## config.mk

```make
export PLATFORM = sky130hd
export DESIGN_NAME = fsm_step_sequencer
export DESIGN_NICKNAME = d
export VERILOG_FILES = /design/src/rtl/fsm_seq_pkg.sv /design/src/rtl/fsm_step_sequencer_rr_arbiter.sv /design/src/rtl/fsm_step_sequencer.sv
export SDC_FILE = /design/constraint.sdc
export NUM_CORES = 1
export LEC_CHECK = 0
export BUFFER_PORTS_ARGS = -buffer_cell sky130_fd_sc_hd__buf_4
export CAP_MARGIN = 25
export CORE_MARGIN = 5
export CORE_UTILIZATION = 50
export DETAILED_ROUTE_END_ITERATION = 10
export PLACE_DENSITY = 0.75
export SLEW_MARGIN = 20
export SYNTH_ARGS = -nofsm -noshare
export SYNTH_HDL_FRONTEND = slang
export SYNTH_SLANG_ARGS = --single-unit
```

## constraint.sdc

```tcl
create_clock -name clk -period 3 [get_ports clk]
set_clock_uncertainty 0.15 [all_clocks]
set_input_delay 0.45 -clock clk [delete_from_list [all_inputs] [get_ports clk]]
set_output_delay 0.45 -clock clk [all_outputs]
set_load 0.02 [all_outputs]
```

## src/rtl/fsm_seq_pkg.sv

```systemverilog
// Shared types and step tables for the step-FSM sequencer.
package fsm_seq_pkg;

  typedef enum logic [2:0] {
    ST_IDLE   = 3'd0,
    ST_PRECHK = 3'd1,
    ST_DRIVE  = 3'd2,
    ST_VERIFY = 3'd3,
    ST_DONE   = 3'd4
  } seq_state_t;

  typedef logic [2:0] step_t;

  typedef struct packed {
    logic       a;
    logic       b;
    logic       c;
    logic [3:0] d;
  } stim_t;

  localparam step_t      LAST_STEP  = 3'd4;
  localparam logic [2:0] ERR_PRECHK = 3'd5;

  localparam stim_t STIM_NONE = '{a: 1'b0, b: 1'b0, c: 1'b0, d: 4'b0000};
  localparam stim_t STIM_K0   = '{a: 1'b1, b: 1'b0, c: 1'b0, d: 4'b0000};
  localparam stim_t STIM_K1   = '{a: 1'b0, b: 1'b0, c: 1'b0, d: 4'b0001};
  localparam stim_t STIM_K2   = '{a: 1'b1, b: 1'b1, c: 1'b1, d: 4'b0000};
  localparam stim_t STIM_K3   = '{a: 1'b0, b: 1'b0, c: 1'b0, d: 4'b1111};

  // Q code the FSM must show after step k has been driven
  localparam logic [2:0] EXP_Q [0:4] = '{3'd1, 3'd2, 3'd3, 3'd4, 3'd0};

  function automatic stim_t step_stim(input step_t k);
    case (k)
      3'd0:    return STIM_K0;
      3'd1:    return STIM_K1;
      3'd2:    return STIM_K2;
      3'd3:    return STIM_K3;
      default: return STIM_NONE;
    endcase
  endfunction

  function automatic logic [2:0] exp_q(input step_t k);
    if (k <= LAST_STEP) begin
      return EXP_Q[k];
    end else begin
      return 3'd0;
    end
  endfunction

endpackage

```

## src/rtl/fsm_step_sequencer_rr_arbiter.sv

```systemverilog
// Round-robin arbiter: combinational one-hot pick at/after the pointer, pointer moves past the grantee on advance.
module rr_arbiter #(
  parameter int NUM_REQ = 4
) (
  input  logic                       clk,
  input  logic                       rstN,
  input  logic [NUM_REQ-1:0]         req,
  input  logic                       advance,
  input  logic [$clog2(NUM_REQ)-1:0] adv_idx,
  output logic [NUM_REQ-1:0]         grant,
  output logic [$clog2(NUM_REQ)-1:0] grant_idx
);

  localparam int IW = $clog2(NUM_REQ);
  localparam int SW = IW + 1;

  logic [IW-1:0] ptr_q, ptr_d;
  logic [SW-1:0] pick_sum_s;
  logic [IW-1:0] pick_idx_s;
  logic          found_s;
  logic [SW-1:0] adv_sum_s;

  // first requester at or after the pointer, wrapping
  always_comb begin
    grant      = '0;
    grant_idx  = '0;
    found_s    = 1'b0;
    pick_sum_s = '0;
    pick_idx_s = '0;
    for (int i = 0; i < NUM_REQ; i++) begin
      pick_sum_s = {1'b0, ptr_q} + SW'(i);
      if (pick_sum_s >= SW'(NUM_REQ)) begin
        pick_sum_s = pick_sum_s - SW'(NUM_REQ);
      end else begin
        pick_sum_s = pick_sum_s;
      end
      pick_idx_s = pick_sum_s[IW-1:0];
      if (!found_s && req[pick_idx_s]) begin
        found_s           = 1'b1;
        grant[pick_idx_s] = 1'b1;
        grant_idx         = pick_idx_s;
      end else begin
        found_s = found_s;
      end
    end
  end

  always_comb begin
    ptr_d     = ptr_q;
    adv_sum_s = {1'b0, adv_idx} + SW'(1);
    if (adv_sum_s >= SW'(NUM_REQ)) begin
      adv_sum_s = adv_sum_s - SW'(NUM_REQ);
    end else begin
      adv_sum_s = adv_sum_s;
    end
    if (advance) begin
      ptr_d = adv_sum_s[IW-1:0];
    end else begin
      ptr_d = ptr_q;
    end
  end

  always_ff @(posedge clk or negedge rstN) begin
    if (!rstN) begin
      ptr_q <= '0;
    end else begin
      ptr_q <= ptr_d;
    end
  end

endmodule

```

## src/rtl/fsm_step_sequencer.sv

```systemverilog
// Shares one step FSM among NUM_REQ requesters: grants round-robin, walks S0..S4, checks Q each step.
// Optional macro FSM_SEQ_RETRY_EN: re-drive a failed step up to RETRY_MAX times before reporting err.
module fsm_step_sequencer #(
  parameter int NUM_REQ   = 4,
  parameter int RETRY_MAX = 7
) (
  input  logic               clk,
  input  logic               rstN,
  input  logic [NUM_REQ-1:0] req,
  output logic [NUM_REQ-1:0] gnt,
  output logic               busy,
  output logic               done,
  output logic               err,
  output logic [2:0]         err_step,
  output logic               drv_A,
  output logic               drv_B,
  output logic               drv_C,
  output logic [3:0]         drv_D,
  input  logic [2:0]         fsm_Q
);

  import fsm_seq_pkg::*;

  localparam int IW = $clog2(NUM_REQ);

  seq_state_t         state_q, state_d;
  step_t              k_q, k_d;
  logic [NUM_REQ-1:0] gnt_q, gnt_d;
  logic [IW-1:0]      gidx_q, gidx_d;
  logic               busy_q, busy_d;
  logic               done_q, done_d;
  logic               err_q, err_d;
  logic [2:0]         err_step_q, err_step_d;
  stim_t              drv_q, drv_d;

  logic [NUM_REQ-1:0] arb_grant_s;
  logic [IW-1:0]      arb_idx_s;
  logic               advance_s;

`ifdef FSM_SEQ_RETRY_EN
  localparam int RW = $clog2(RETRY_MAX + 1);
  logic [RW-1:0] retry_q, retry_d;

  always_ff @(posedge clk or negedge rstN) begin
    if (!rstN) begin
      retry_q <= '0;
    end else begin
      retry_q <= retry_d;
    end
  end
`else
  // RETRY_MAX only shapes behaviour when retries are compiled in
  if (RETRY_MAX < 1) begin : g_retry_max_unused
  end
`endif

  rr_arbiter #(.NUM_REQ(NUM_REQ)) u_arb (
    .clk       (clk),
    .rstN      (rstN),
    .req       (req),
    .advance   (advance_s),
    .adv_idx   (gidx_q),
    .grant     (arb_grant_s),
    .grant_idx (arb_idx_s)
  );

  // next state plus the registered-output values for the coming cycle
  always_comb begin
    state_d    = state_q;
    k_d        = k_q;
    gnt_d      = gnt_q;
    gidx_d     = gidx_q;
    done_d     = 1'b0;
    err_d      = 1'b0;
    err_step_d = 3'd0;
    advance_s  = 1'b0;
`ifdef FSM_SEQ_RETRY_EN
    retry_d    = retry_q;
`endif
    case (state_q)
      ST_IDLE: begin
        if (|req) begin
          state_d = ST_PRECHK;
          gnt_d   = arb_grant_s;
          gidx_d  = arb_idx_s;
        end else begin
          state_d = ST_IDLE;
        end
      end
      ST_PRECHK: begin
        if (fsm_Q == 3'd0) begin
          state_d = ST_DRIVE;
          k_d     = 3'd0;
`ifdef FSM_SEQ_RETRY_EN
          retry_d = '0;
`endif
        end else begin
          state_d    = ST_DONE;
          done_d     = 1'b1;
          err_d      = 1'b1;
          err_step_d = ERR_PRECHK;
        end
      end
      ST_DRIVE: begin
        state_d = ST_VERIFY;
      end
      ST_VERIFY: begin
        if (fsm_Q == exp_q(k_q)) begin
          if (k_q == LAST_STEP) begin
            state_d = ST_DONE;
            done_d  = 1'b1;
          end else begin
            state_d = ST_DRIVE;
            k_d     = k_q + 3'd1;
`ifdef FSM_SEQ_RETRY_EN
            retry_d = '0;
`endif
          end
        end else begin
`ifdef FSM_SEQ_RETRY_EN
          // S4 always falls back to S0, so a miss there cannot be cured by re-driving
          if ((k_q != LAST_STEP) && (retry_q != RW'(RETRY_MAX))) begin
            state_d = ST_DRIVE;
            retry_d = retry_q + RW'(1);
          end else begin
            state_d    = ST_DONE;
            done_d     = 1'b1;
            err_d      = 1'b1;
            err_step_d = k_q;
          end
`else
          state_d    = ST_DONE;
          done_d     = 1'b1;
          err_d      = 1'b1;
          err_step_d = k_q;
`endif
        end
      end
      ST_DONE: begin
        state_d   = ST_IDLE;
        gnt_d     = '0;
        advance_s = 1'b1;
      end
      default: begin
        state_d = ST_IDLE;
        gnt_d   = '0;
      end
    endcase
    if (state_d == ST_DRIVE) begin
      drv_d = step_stim(k_d);
    end else begin
      drv_d = STIM_NONE;
    end
    busy_d = |gnt_d;
  end

  always_ff @(posedge clk or negedge rstN) begin
    if (!rstN) begin
      state_q    <= ST_IDLE;
      k_q        <= 3'd0;
      gnt_q      <= '0;
      gidx_q     <= '0;
      busy_q     <= 1'b0;
      done_q     <= 1'b0;
      err_q      <= 1'b0;
      err_step_q <= 3'd0;
      drv_q      <= STIM_NONE;
    end else begin
      state_q    <= state_d;
      k_q        <= k_d;
      gnt_q      <= gnt_d;
      gidx_q     <= gidx_d;
      busy_q     <= busy_d;
      done_q     <= done_d;
      err_q      <= err_d;
      err_step_q <= err_step_d;
      drv_q      <= drv_d;
    end
  end

  assign gnt      = gnt_q;
  assign busy     = busy_q;
  assign done     = done_q;
  assign err      = err_q;
  assign err_step = err_step_q;
  assign drv_A    = drv_q.a;
  assign drv_B    = drv_q.b;
  assign drv_C    = drv_q.c;
  assign drv_D    = drv_q.d;

endmodule

```

=== After elaboration in Yosys (flattened, before gate mapping) ===
Memory sizes are Yosys's and may differ from the RTL's.
Cells that the tools add are included.

* Output and inout bits: 17
* Memory bits (read-only): 24
* Input port bits: 9
* Register bits: 27
* Memories kept: 1
* Word-level logic and storage cells: 129

{| class="wikitable"
|+ Memory list
! name !! words !! width !! rd ports !! clocked after Yosys merged registers in !! wr ports !! RTL line !! text
|-
| (no name shown) || 8 || 3 || 1 || 0 || 0 || fsm_seq_pkg.sv:45 || <nowiki>return EXP_Q[k];</nowiki>
|}

* Mux-type cells: 59
* Bitwise logic cells: 4
* Magnitude comparators: 15
* Equality and inequality tests: 10
* Add/subtract/negate cells: 10
* Reductions and logical operators: 17

{| class="wikitable"
|+ Operator list
! cell !! number
|-
| $mux 3 || 12
|-
| $pmux 7 s4 || 1
|-
| $mux 4 || 5
|-
| $mux 2 || 9
|-
| $mux 1 || 17
|-
| $eq 3x2->1 const B || 5
|-
| $ge 3x3->1 const B || 4
|-
| $lt 2x3->1 const B || 4
|-
| $or 4x4->4 || 3
|-
| $pmux 3 s2 || 2
|-
| $pmux 3 s4 || 1
|-
| $sub 2x1->2 const B || 5
|-
| $logic_not 3->1 || 3
|-
| $bmux 1 s2 || 4
|-
| $demux 1 s2 || 4
|-
| $ge 2x1->1 const B || 4
|-
| $pmux 4 s2 || 1
|-
| $reduce_or 4->1 || 2
|-
| $logic_and 1x1->1 || 7
|-
| $mux 7 || 1
|-
| $add 2x1->3 const B || 2
|-
| $add 2x2->3 const B || 2
|-
| $eq 3x1->1 const B || 2
|-
| $eq 3x3->1 const B || 2
|-
| 10 further kinds || 13
|}

=== Depth between registers and ports, before layout ===
Gate-level depths: netlist (run 1).

* Depth after elaboration: 17
* Depth in mapped cells: 9
* Mapped depth without buffers: 8

=== Cells and area by module ===
Synthesis (run 1) repeated with hierarchy kept, for this count alone.

* Cell total of the unflattened synthesis: 167
* Area, all modules: 1717.9 um^2

{| class="wikitable"
|+ By module, submodules not included
! module !! sequential area each (um^2) !! cells an instance !! area each (um^2) !! times used
|-
| fsm_step_sequencer || 550.5 || 99 || 1108.6 || 1
|-
| rr_arbiter || 50.0 || 68 || 609.3 || 1
|}

=== Worst setup path before layout (run 1) ===
No wires, ideal clock.

* Path kind: register to register
* Start point: register u_arb.ptr_q[0]
* End point: register busy_q, in the netlist busy
* Setup time: 0.139 ns
* Path slack: 0.137 ns
* Arrival: 2.575 ns
* Stages on the path, launching flop included: 10
* Path buffers: 1
* Data required time: 2.711 ns
* Clock period less this slack: 2.863 ns
* Cells stage by stage: dfrtp_1 buf_6 inv_1 ha_1 mux4_2 nand2_1 nor2_1 a221oi_1 a211oi_1 or4_1

* Word-level cells in the longest chain between the ends: 17
* Elaborated cells between the ends (all ways): 62
* Those cells by class: add/sub: 7; order compare: 12; mux: 29; bitwise: 3; reduce/logical: 11

{| class="wikitable"
|+ RTL lines
! item !! RTL line !! text
|-
| start, declared || fsm_step_sequencer_rr_arbiter.sv:17 || <nowiki>logic [IW-1:0] ptr_q, ptr_d;</nowiki>
|-
| start signal, assigned || fsm_step_sequencer_rr_arbiter.sv:67 || <nowiki>ptr_q <= ptr_d;</nowiki>
|-
| branches (longest 13 deep; another with $add 2x1->3) || - ||
|-
| $mux 4 (*) || fsm_step_sequencer_rr_arbiter.sv:38 || <nowiki>if (!found_s && req[pick_idx_s]) begin</nowiki>
|-
| $mux 4 (*) || fsm_step_sequencer.sv:82 || <nowiki>if (|req) begin</nowiki>
|-
| $pmux 4 s2 (*) || fsm_step_sequencer.sv:80 || <nowiki>case (state_q)</nowiki>
|-
| via gnt_d[2] || fsm_step_sequencer.sv:28 || <nowiki>logic [NUM_REQ-1:0] gnt_q, gnt_d;</nowiki>
|-
| $reduce_or 4->1 (*) || fsm_step_sequencer.sv:154 || <nowiki>busy_d = |gnt_d;</nowiki>
|-
| via busy_d || fsm_step_sequencer.sv:30 || <nowiki>logic busy_q, busy_d;</nowiki>
|-
| end signal, assigned || fsm_step_sequencer.sv:173 || <nowiki>busy_q <= busy_d;</nowiki>
|-
| end, declared || fsm_step_sequencer.sv:30 ||
|}

Mark *: on every way through the listed nets, which the timed path passes. The select of a mux whose other input is x is not followed.
A chain may end at the register's enable or synchronous reset.

=== Worst setup path in the final report (run 1) ===
* Start point: register u_arb.ptr_q[1]
* End point: register busy_q, in the netlist busy

The elaborated chain is that of the path after synthesis.

==> flow_summary_export.csv, run 1 <==
group,metric,value,unit
global_routing,grt_max_degree,25,
timing,holdWs,0.362,ns
clocking,path_clk_slew,0.13,ns
placement,dp_hpwl,2590,um
yosys,synthArstFlopShare,100,%
die,initial_core_util,52.1,%
critical_path,required,3.05,ns
placement,gp_congestion,0.836,
die,core-area,0.00303,mm2
finish,seq_area,602,um2
finish,syn_to_final_growth,13.7,%
route,dr_wl_met2,1580,um
critical_path,path_cells,"inv_2 -> ha_1 -> mux4_2 -> nand2_1 -> nor2_1 -> a221oi_1 -> a211oi_1 -> or4_1",
critical_path,crit_type,"flop to flop",
clocking,cts_root_buffer,"clkbuf_4",
timing,drv_slew,0,
critical_path,r2r_end,"busy",
die,pin_count,26,
run,maxCapViolations,0,
yosys,synth_edf_count,0,
critical_path,max_stage_delay,0.60,ns
clocking,h-tree-depth,1,
critical_path,critical-path-top-delay-family,"simple AND/OR/NAND/NOR gates",
yosys,yosysMostFrequentCell,"dfrtp_1",
route,viasPerCell,5.64,
yosys,netlist_area,0.00158,mm2
yosys,syn_inst,168,
clocking,cts_buffer_depth,2,
yosys,synth-seq-cells,24,
clocking,worstSkewPairLatency,0.31,ns
yosys,yosys-top-cells-area,"dfrtp_1, ha_1, nor2_1",
critical_path,r2r_slack,0.15,ns
route,ant_nets,0,
die,num_rows,20,
die,fp.dieW,66.2,um
route,wl_met3,197,um
finish,diodes,0,
global_routing,grt_first_pass_wirelength,5750,um
hold_path,holdPathEnd,"state_q[0]",
clocking,cts.sinks,24,
yosys,yosysWarningCount,0,
route,wl,3350,um
yosys,synth_cell_types,42,
yosys,synth_common_cells,"dfrtp_1, nor2_1, a21oi_1",
timing,layout_min_cycle_time,2.85,ns
yosys,avgSynthCellArea,9.38,um2
global_routing,grt_pass1_vias,1256,
finish,final_nets,209,
hold_path,holdCritStartpoint,"state_q[0]",
route,drt-met1-wl,1580,um
clocking,cts_tree,"yes",
die,die_area,0.00438,mm2
critical_path,crit_buf_inv,1,
critical_path,r2r_start,"u_arb.ptr_q[1]",
timing,rsz0062_at_grt,"no",
route,top_layer_used,"met3",
global_routing,overflow,0,
yosys,synth_top_area_share,38.1,%
critical_path,critPathLaunchType,"flop",
critical_path,cpMaxStageDelayCell,"mux4_2",
timing,slew_headroom,56.5,%
yosys,synth_fp_nets,187,
placement,numPortBuffers,25,
finish,fillers,273,
yosys,ys_seq_area_share,38.1,%
timing,period_share,94.9,%
global_routing,antenna_found_initial,0,
critical_path,critical_path_arrival,2.90,ns
finish,final_core_util,59.2,%
placement,dpl_cell_area,0.00174,mm2
timing,finalSetupViolCount,0,
timing,worst_pin_slew,0.651,ns
clocking,cts_setup_buffers,0,
hold_path,hold_depth,1,
pwr,powerDensity,986,mW/mm2
yosys,yosysTopAreaCell,"dfrtp_1",
pwr,irDropWorstVdd,0.468,mV
route,first_pass_iters,4,
hold_path,hold_path_class,"flop to flop",
critical_path,endpoint_kind,"flop",
yosys,synth_flop_cell,"dfrtp_1",
route,drt-initial-drc-count,73,
route,num_vias,1315,
critical_path,r2r_cells,8,
run_status,status,"completed",
route,routedWlPerCell,14.4,um
critical_path,worstPathMaxFanout,8,
die,fp.dieH,66.2,um
clocking,numCtsBuffers,3,
global_routing,grt.total_usage,16.7,%
timing,setup_tns,0,ns
timing,hold_viol,0,
route,drcViolationCount,0,
timing,fmax,0.351,GHz
finish,multi_input_area,867,um2
finish,final_area,0.00179,mm2
finish,drive_gt1_share,20.1,%
pwr,leakage,0.841,nW
==> worst register-to-register path, delay by kind of cell, from the launching register on <==
family	cells	cell delay, ns
and+or+nand+nor	3	0.69
muxes	1	0.60
DFF	1	0.46
AOI/OAI and AO/OA	2	0.40
adders and majority gates	1	0.34
buffers and inverters	1	0.10
==> how the worst max path moves through the flow <==
stage,start,endpoint,slack [ns],cells after the start
after floorplan,u_arb.ptr_q[0],busy,0.14,9
after global placement,u_arb.ptr_q[1],busy,0.25,8
after detailed placement,u_arb.ptr_q[1],busy,0.09,8
after CTS,u_arb.ptr_q[1],busy,0.09,8
after global routing,u_arb.ptr_q[1],busy,0.02,8
final,u_arb.ptr_q[1],busy,0.15,8
==> final cells by class <==
class	count	area share [%]
sequential	24	33.6
timing repair buffer	27	11.5
inverter	7	1.47
clock buffer	4	2.03
multi-input combinational	127	48.4
tap	44	3.07
==> power breakdown <==
| part | switching (mW) | internal [mW] |
|---|---|---|
| combinational | 0.596 | 0.435 |
| clock | 0.0969 | 0.0741 |
| sequential | 0.118 | 0.446 |
| total | 0.811 | 0.955 |
==> registers in the layout, indices dropped and copies added, names as in the netlist <==
signal	count
done	1
u_arb.ptr_q	2
drv_B	1
busy	1
gnt	4
state_q	3
err	1
gidx_q	2
drv_A	1
err_step	3
drv_D	2
k_q	3
==> what timing repair did <==
item                                    CTS  global route
hold buffers                              1             0
resized for setup                         0             1
hold endpoints to repair                 24             0
endpoints found under the setup margin    0             1
==> placed cells by master, fill, tap and decap left out, drive strengths merged, types with 4 or more instances in the layout <==
master	instances
buf	26
dfrtp	24
nor2	19
a21oi	14
nand2	11
ha	10
o21ai	10
inv	7
a221oi	6
a211oi	6
nor3	4
a21o	4
clkbuf	4
==> through the flow <==
step / cells / power (mW) / worst slack (ns)
2_1_floorplan: 168 / 1.34 / 0.137
3_3_place_gp: 228 / 1.56 / 0.245
3_5_place_dp: 228 / 1.59 / 0.0906
4_1_cts: 233 / 1.77 / 0.0873
5_1_grt: 233 / 1.93 / 0.0173
6_report: 233 / 1.77 / 0.154
==> layer usage <==
layer	global-route usage, %	vias to the layer above
li1	-	646
met1	23.9	614
met2	26.1	55
met3	3.23	0
met4	3.81	0
met5	0	-
==> cells by family after synthesis <==
family	count (synthesis)	synth area share (%)
compound gates	53	23.0
xor+xnor	6	3.33
fa+ha+maj	10	7.94
buf+inv	17	6.90
flops	24	38.1
mux	3	3.49
simple gates	55	17.2
Note: power is estimated with default switching activity, not from simulation.
==> run 2: changes to the inputs <==
BUFFER_PORTS_ARGS = -buffer_cell sky130_fd_sc_hd__buf_2   (was -buffer_cell sky130_fd_sc_hd__buf_4)
==> flow_summary_export.csv, run 2 (synthesis results as in run 1) <==
group,metric,value,unit
route,ant_nets,0,
finish,final_area,0.00173,mm2
placement,gp_congestion,0.859,
placement,dp_hpwl,2460,um
critical_path,critical_path_arrival,2.86,ns
pwr,irDropWorstVdd,0.380,mV
timing,hold_viol,0,
route,wl,3220,um
clocking,cts_setup_buffers,0,
finish,drive_gt1_share,20.1,%
finish,final_common_cell,"buf_2",
clocking,path_clk_slew,0.13,ns
global_routing,grt_max_degree,25,
route,num_vias,1308,
route,routedWlPerCell,13.8,um
finish,final_nets,209,
pwr,powerDensity,996,mW/mm2
critical_path,endpoint_kind,"flop",
critical_path,r2r_start,"u_arb.ptr_q[1]",
timing,rsz0062_at_grt,"no",
timing,period_share,93.9,%
global_routing,grt_first_pass_wirelength,5400,um
finish,diodes,0,
global_routing,overflow,0,
global_routing,grt_pass1_vias,1188,
timing,fmax,0.355,GHz
critical_path,r2r_cells,8,
critical_path,required,3.04,ns
clocking,numCtsBuffers,3,
run,maxCapViolations,0,
clocking,cts_buffer_depth,2,
clocking,cts.sinks,24,
hold_path,hold_path_class,"flop to flop",
route,drcViolationCount,0,
clocking,cts_root_buffer,"clkbuf_4",
placement,dpl_cell_area,0.00168,mm2
route,drt-initial-drc-count,81,
critical_path,critPathLaunchType,"flop",
global_routing,antenna_found_initial,0,
clocking,cts_tree,"yes",
route,viasPerCell,5.61,
critical_path,r2r_slack,0.18,ns
die,fp.dieH,66.2,um
finish,seq_area,602,um2
die,die_area,0.00438,mm2
finish,fillers,268,
clocking,worstSkewPairLatency,0.31,ns
critical_path,crit_end,"busy",
global_routing,grt.total_usage,15.8,%
finish,multi_input_area,867,um2
critical_path,r2r_end,"busy",
die,core-area,0.00303,mm2
finish,largest_register_ffs,4,
route,first_pass_iters,4,
run_status,status,"completed",
pwr,leakage,0.830,nW
die,pin_count,26,
clocking,h-tree-depth,1,
critical_path,crit_type,"flop to flop",
placement,numPortBuffers,25,
finish,syn_to_final_growth,9.68,%
timing,worst_pin_slew,0.635,ns
timing,setup_tns,0,ns
die,num_rows,20,
timing,layout_min_cycle_time,2.82,ns
timing,drv_slew,0,
critical_path,crit_path_start,"u_arb.ptr_q[1]",
critical_path,worstPathMaxFanout,8,
timing,slew_headroom,57.6,%
die,fp.dieW,66.2,um
die,initial_core_util,52.1,%
finish,final_cell_mix,"buf_2, dfrtp_1, nor2_1",
timing,finalSetupViolCount,0,
run 2: area by class of cell:
cell class / count / area share [%]
Multi-Input combinational cell: 127 / 50.1
Inverter: 7 / 1.52
Tap cell: 44 / 3.18
Timing Repair Buffer: 27 / 8.25
Sequential cell: 24 / 34.8
Clock buffer: 4 / 2.10
run 2: power breakdown:
| group | leakage (nW) | total (mW) | internal [mW] | switching, mW |
|---|---|---|---|---|
| Clock | 0.0210 | 0.167 | 0.0741 | 0.0932 |
| Combinational | 0.504 | 0.995 | 0.403 | 0.591 |
| Sequential | 0.305 | 0.560 | 0.446 | 0.114 |
run 2: metal layers:
layer / track usage, % / wire length, um / vias up
li1: - / - / 647
met4: 5.33 / 44 / 0
met2: 24.3 / 1440 / 42
met5: 0 / 0 / -
met3: 3.06 / 193 / 4
met1: 22.1 / 1540 / 615
run 2: what timing repair did:
action / in CTS / in global routing
hold buffers: 1 / 0
hold endpoints to repair: 24 / 0
resized for setup: 0 / 1
endpoints found under the setup margin: 0 / 1
run 2: critical path, stage by stage, from the launching register on:
cell and delay [ns]:
dfrtp_2 0.46, inv_2 0.10, ha_1 0.35, mux4_2 0.61, nand2_1 0.11, nor2_1 0.04
a221oi_1 0.22, a211oi_1 0.13, or4_1 0.53
run 2: worst min-delay path by stage:
stage	startpoint	endpoint	cells after the start
after floorplan	rstN	busy	0
after global placement	rstN	busy	1
after detailed placement	rstN	gnt[3]	1
after CTS	state_q[0]	state_q[0]	1
after global routing	state_q[0]	state_q[0]	1
final	state_q[0]	state_q[0]	1
run 2: metrics by stage:
stage	power (mW)	utilization, %	setup WS, ns	hold slack (ns)	std cells
2_1_floorplan	1.34	-	0.137	0.00441	168
3_3_place_gp	1.52	55.5	0.245	0.293	228
3_5_place_dp	1.55	55.5	0.109	0.309	228
4_1_cts	1.73	57.1	0.107	0.365	233
5_1_grt	1.88	57.1	0.00130	0.373	233
6_report	1.72	57.1	0.184	0.367	233
==> run 3: changes to the inputs <==
CTS_BUF_LIST = sky130_fd_sc_hd__clkbuf_16   (was default)
==> flow_summary_export.csv, run 3 (synthesis results as in run 1) <==
group,metric,value,unit
run_status,status,"completed",
placement,dp_hpwl,2460,um
global_routing,use_met3,2.55,%
clocking,h-tree-depth,1,
pwr,leakage,0.843,nW
clocking,hold_buffers,0,
die,pin_count,26,
pwr,pwr-share-comb,53.9,%
finish,layout.cells.non_filler,232,
hold_path,hold_path_class,"primary input to async pin",
route,wl,3280,um
placement,numPortBuffers,25,
timing,setup_tns,0,ns
finish,largest_register_ffs,4,
critical_path,worstPathMaxFanout,8,
global_routing,grt.total_usage,15.7,%
critical_path,cpMaxStageDelayCell,"mux4_2",
clocking,cts_buffer_depth,2,
critical_path,endpoint_kind,"flop",
die,num_rows,20,
clocking,path_clk_slew,0.06,ns
critical_path,critPathLaunchType,"flop",
route,routedWlPerCell,14.2,um
clocking,cts_tree,"yes",
global_routing,grt_max_degree,25,
route,num_vias,1300,
pwr,switching_share,44.3,%
finish,drive_gt1_share,19.7,%
timing,finalSetupViolCount,0,
critical_path,critical_path_arrival,2.78,ns
placement,gp_congestion,0.859,
clocking,post_cts_resize_count,0,
global_routing,grt_pass1_vias,1153,
pwr,irDropWorstVdd,0.380,mV
clocking,numCtsBuffers,3,
global_routing,grt_first_pass_wirelength,5350,um
clocking,cts.sinks,24,
global_routing,use_met1,22.4,%
clocking,worstSkewPairLatency,0.25,ns
die,fp.dieH,66.2,um
timing,rsz0062_at_grt,"no",
placement,post-place-cells,228,
finish,final_core_util,58.2,%
timing,hold_viol,0,
global_routing,overflow,0,
timing,worst_pin_slew,0.657,ns
critical_path,max_stage_delay,0.61,ns
route,drt-initial-drc-count,82,
pwr,powerDensity,1050,mW/mm2
clocking,cts_root_buffer,"clkbuf_16",
timing,layout_min_cycle_time,2.81,ns
pwr,switchingPower,819,uW
finish,final_nets,208,
timing,holdWs,0.0159,ns
global_routing,grtUsageMet2,23.8,%
global_routing,antenna_found_initial,0,
critical_path,required,2.97,ns
timing,drv_slew,0,
route,first_pass_iters,4,
die,core-area,0.00303,mm2
timing,fmax,0.356,GHz
timing,period_share,93.5,%
route,ant_nets,0,
route,viasPerCell,5.60,
route,drcViolationCount,0,
pwr,pwr-share-seq,30.5,%
global_routing,grt-busiest-layer,"met2",
finish,syn_to_final_growth,11.7,%
finish,diodes,0,
critical_path,crit_type,"flop to flop",
die,die_area,0.00438,mm2
clocking,cts_setup_buffers,0,
die,initial_core_util,52.1,%
critical_path,path_cells,"inv_2 -> ha_1 -> mux4_2 -> nand2_1 -> nor2_1 -> a221oi_1 -> a211oi_1 -> or4_1",
finish,final_common_cell,"buf_2",
pwr,p_int,1.03,mW
timing,slew_headroom,56.1,%
die,fp.dieW,66.2,um
run,maxCapViolations,0,
pwr,power.share.clock,15.6,%
finish,final_cell_mix,"buf_2, dfrtp_1, nor2_1",
run 3: final cells by class:
cell class,instances,area [um2]
inverter,7,26.3
clock buffer,3,75.1
clock inverter,1,3.75
sequential,24,602
timing repair buffer,26,133
tap,44,55.1
multi-input combinational,127,867
fill,260,1270
run 3: final timing paths:
kind | startpoint | to | slack (ns) | cells past startpoint
setup reg to reg | u_arb.ptr_q[1] | busy | 0.19 | 8
hold reg to reg | gidx_q[0] | u_arb.ptr_q[0] | 0.37 | 1
hold / removal | rstN | gnt[1] | 0.02 | 1
max in group asynchronous | rstN | u_arb.ptr_q[1] | 2.31 | 1
min in group clk | gidx_q[0] | u_arb.ptr_q[0] | 0.37 | 1
setup / recovery | u_arb.ptr_q[1] | busy | 0.19 | 8
run 3: stage by stage:
stage | area, um2 | total power, mW | worst slack (ns)
final | 1760 | 1.85 | 0.194
after global routing | 1760 | 2.00 | 0.0111
after CTS | 1760 | 1.84 | 0.116
after detailed placement | 1680 | 1.55 | 0.109
after global placement | 1680 | 1.52 | 0.245
after floorplan | 1580 | 1.34 | 0.137
run 3: per-layer routing:
metal  routed length [um]  up-vias  part of all wire, %
met5                    0        -                    0
met4                   44        0                  1.3
met3                  172        4                  5.2
met2                 1470       39                   45
met1                 1600      614                   49
li1                     -      643                    -
run 3: worst max-delay path, delay by kind of cell (launching register included):
kind	cells	cell delay, ns
buffers and inverters	1	0.10
AND/OR/NAND/NOR	3	0.68
AO/OA/AOI/OAI	2	0.35
adder cells (fa/ha/maj)	1	0.35
multiplexers	1	0.61
flip-flops	1	0.43
run 3: power by group through the flow:
stage	sequential, mW	clock [mW]	combinational [mW]
floorplan	0.604	0	0.740
global placement	0.556	0	0.969
detailed placement	0.566	0	0.986
CTS	0.560	0.292	0.992
global route	0.580	0.307	1.11
finish	0.563	0.287	0.997
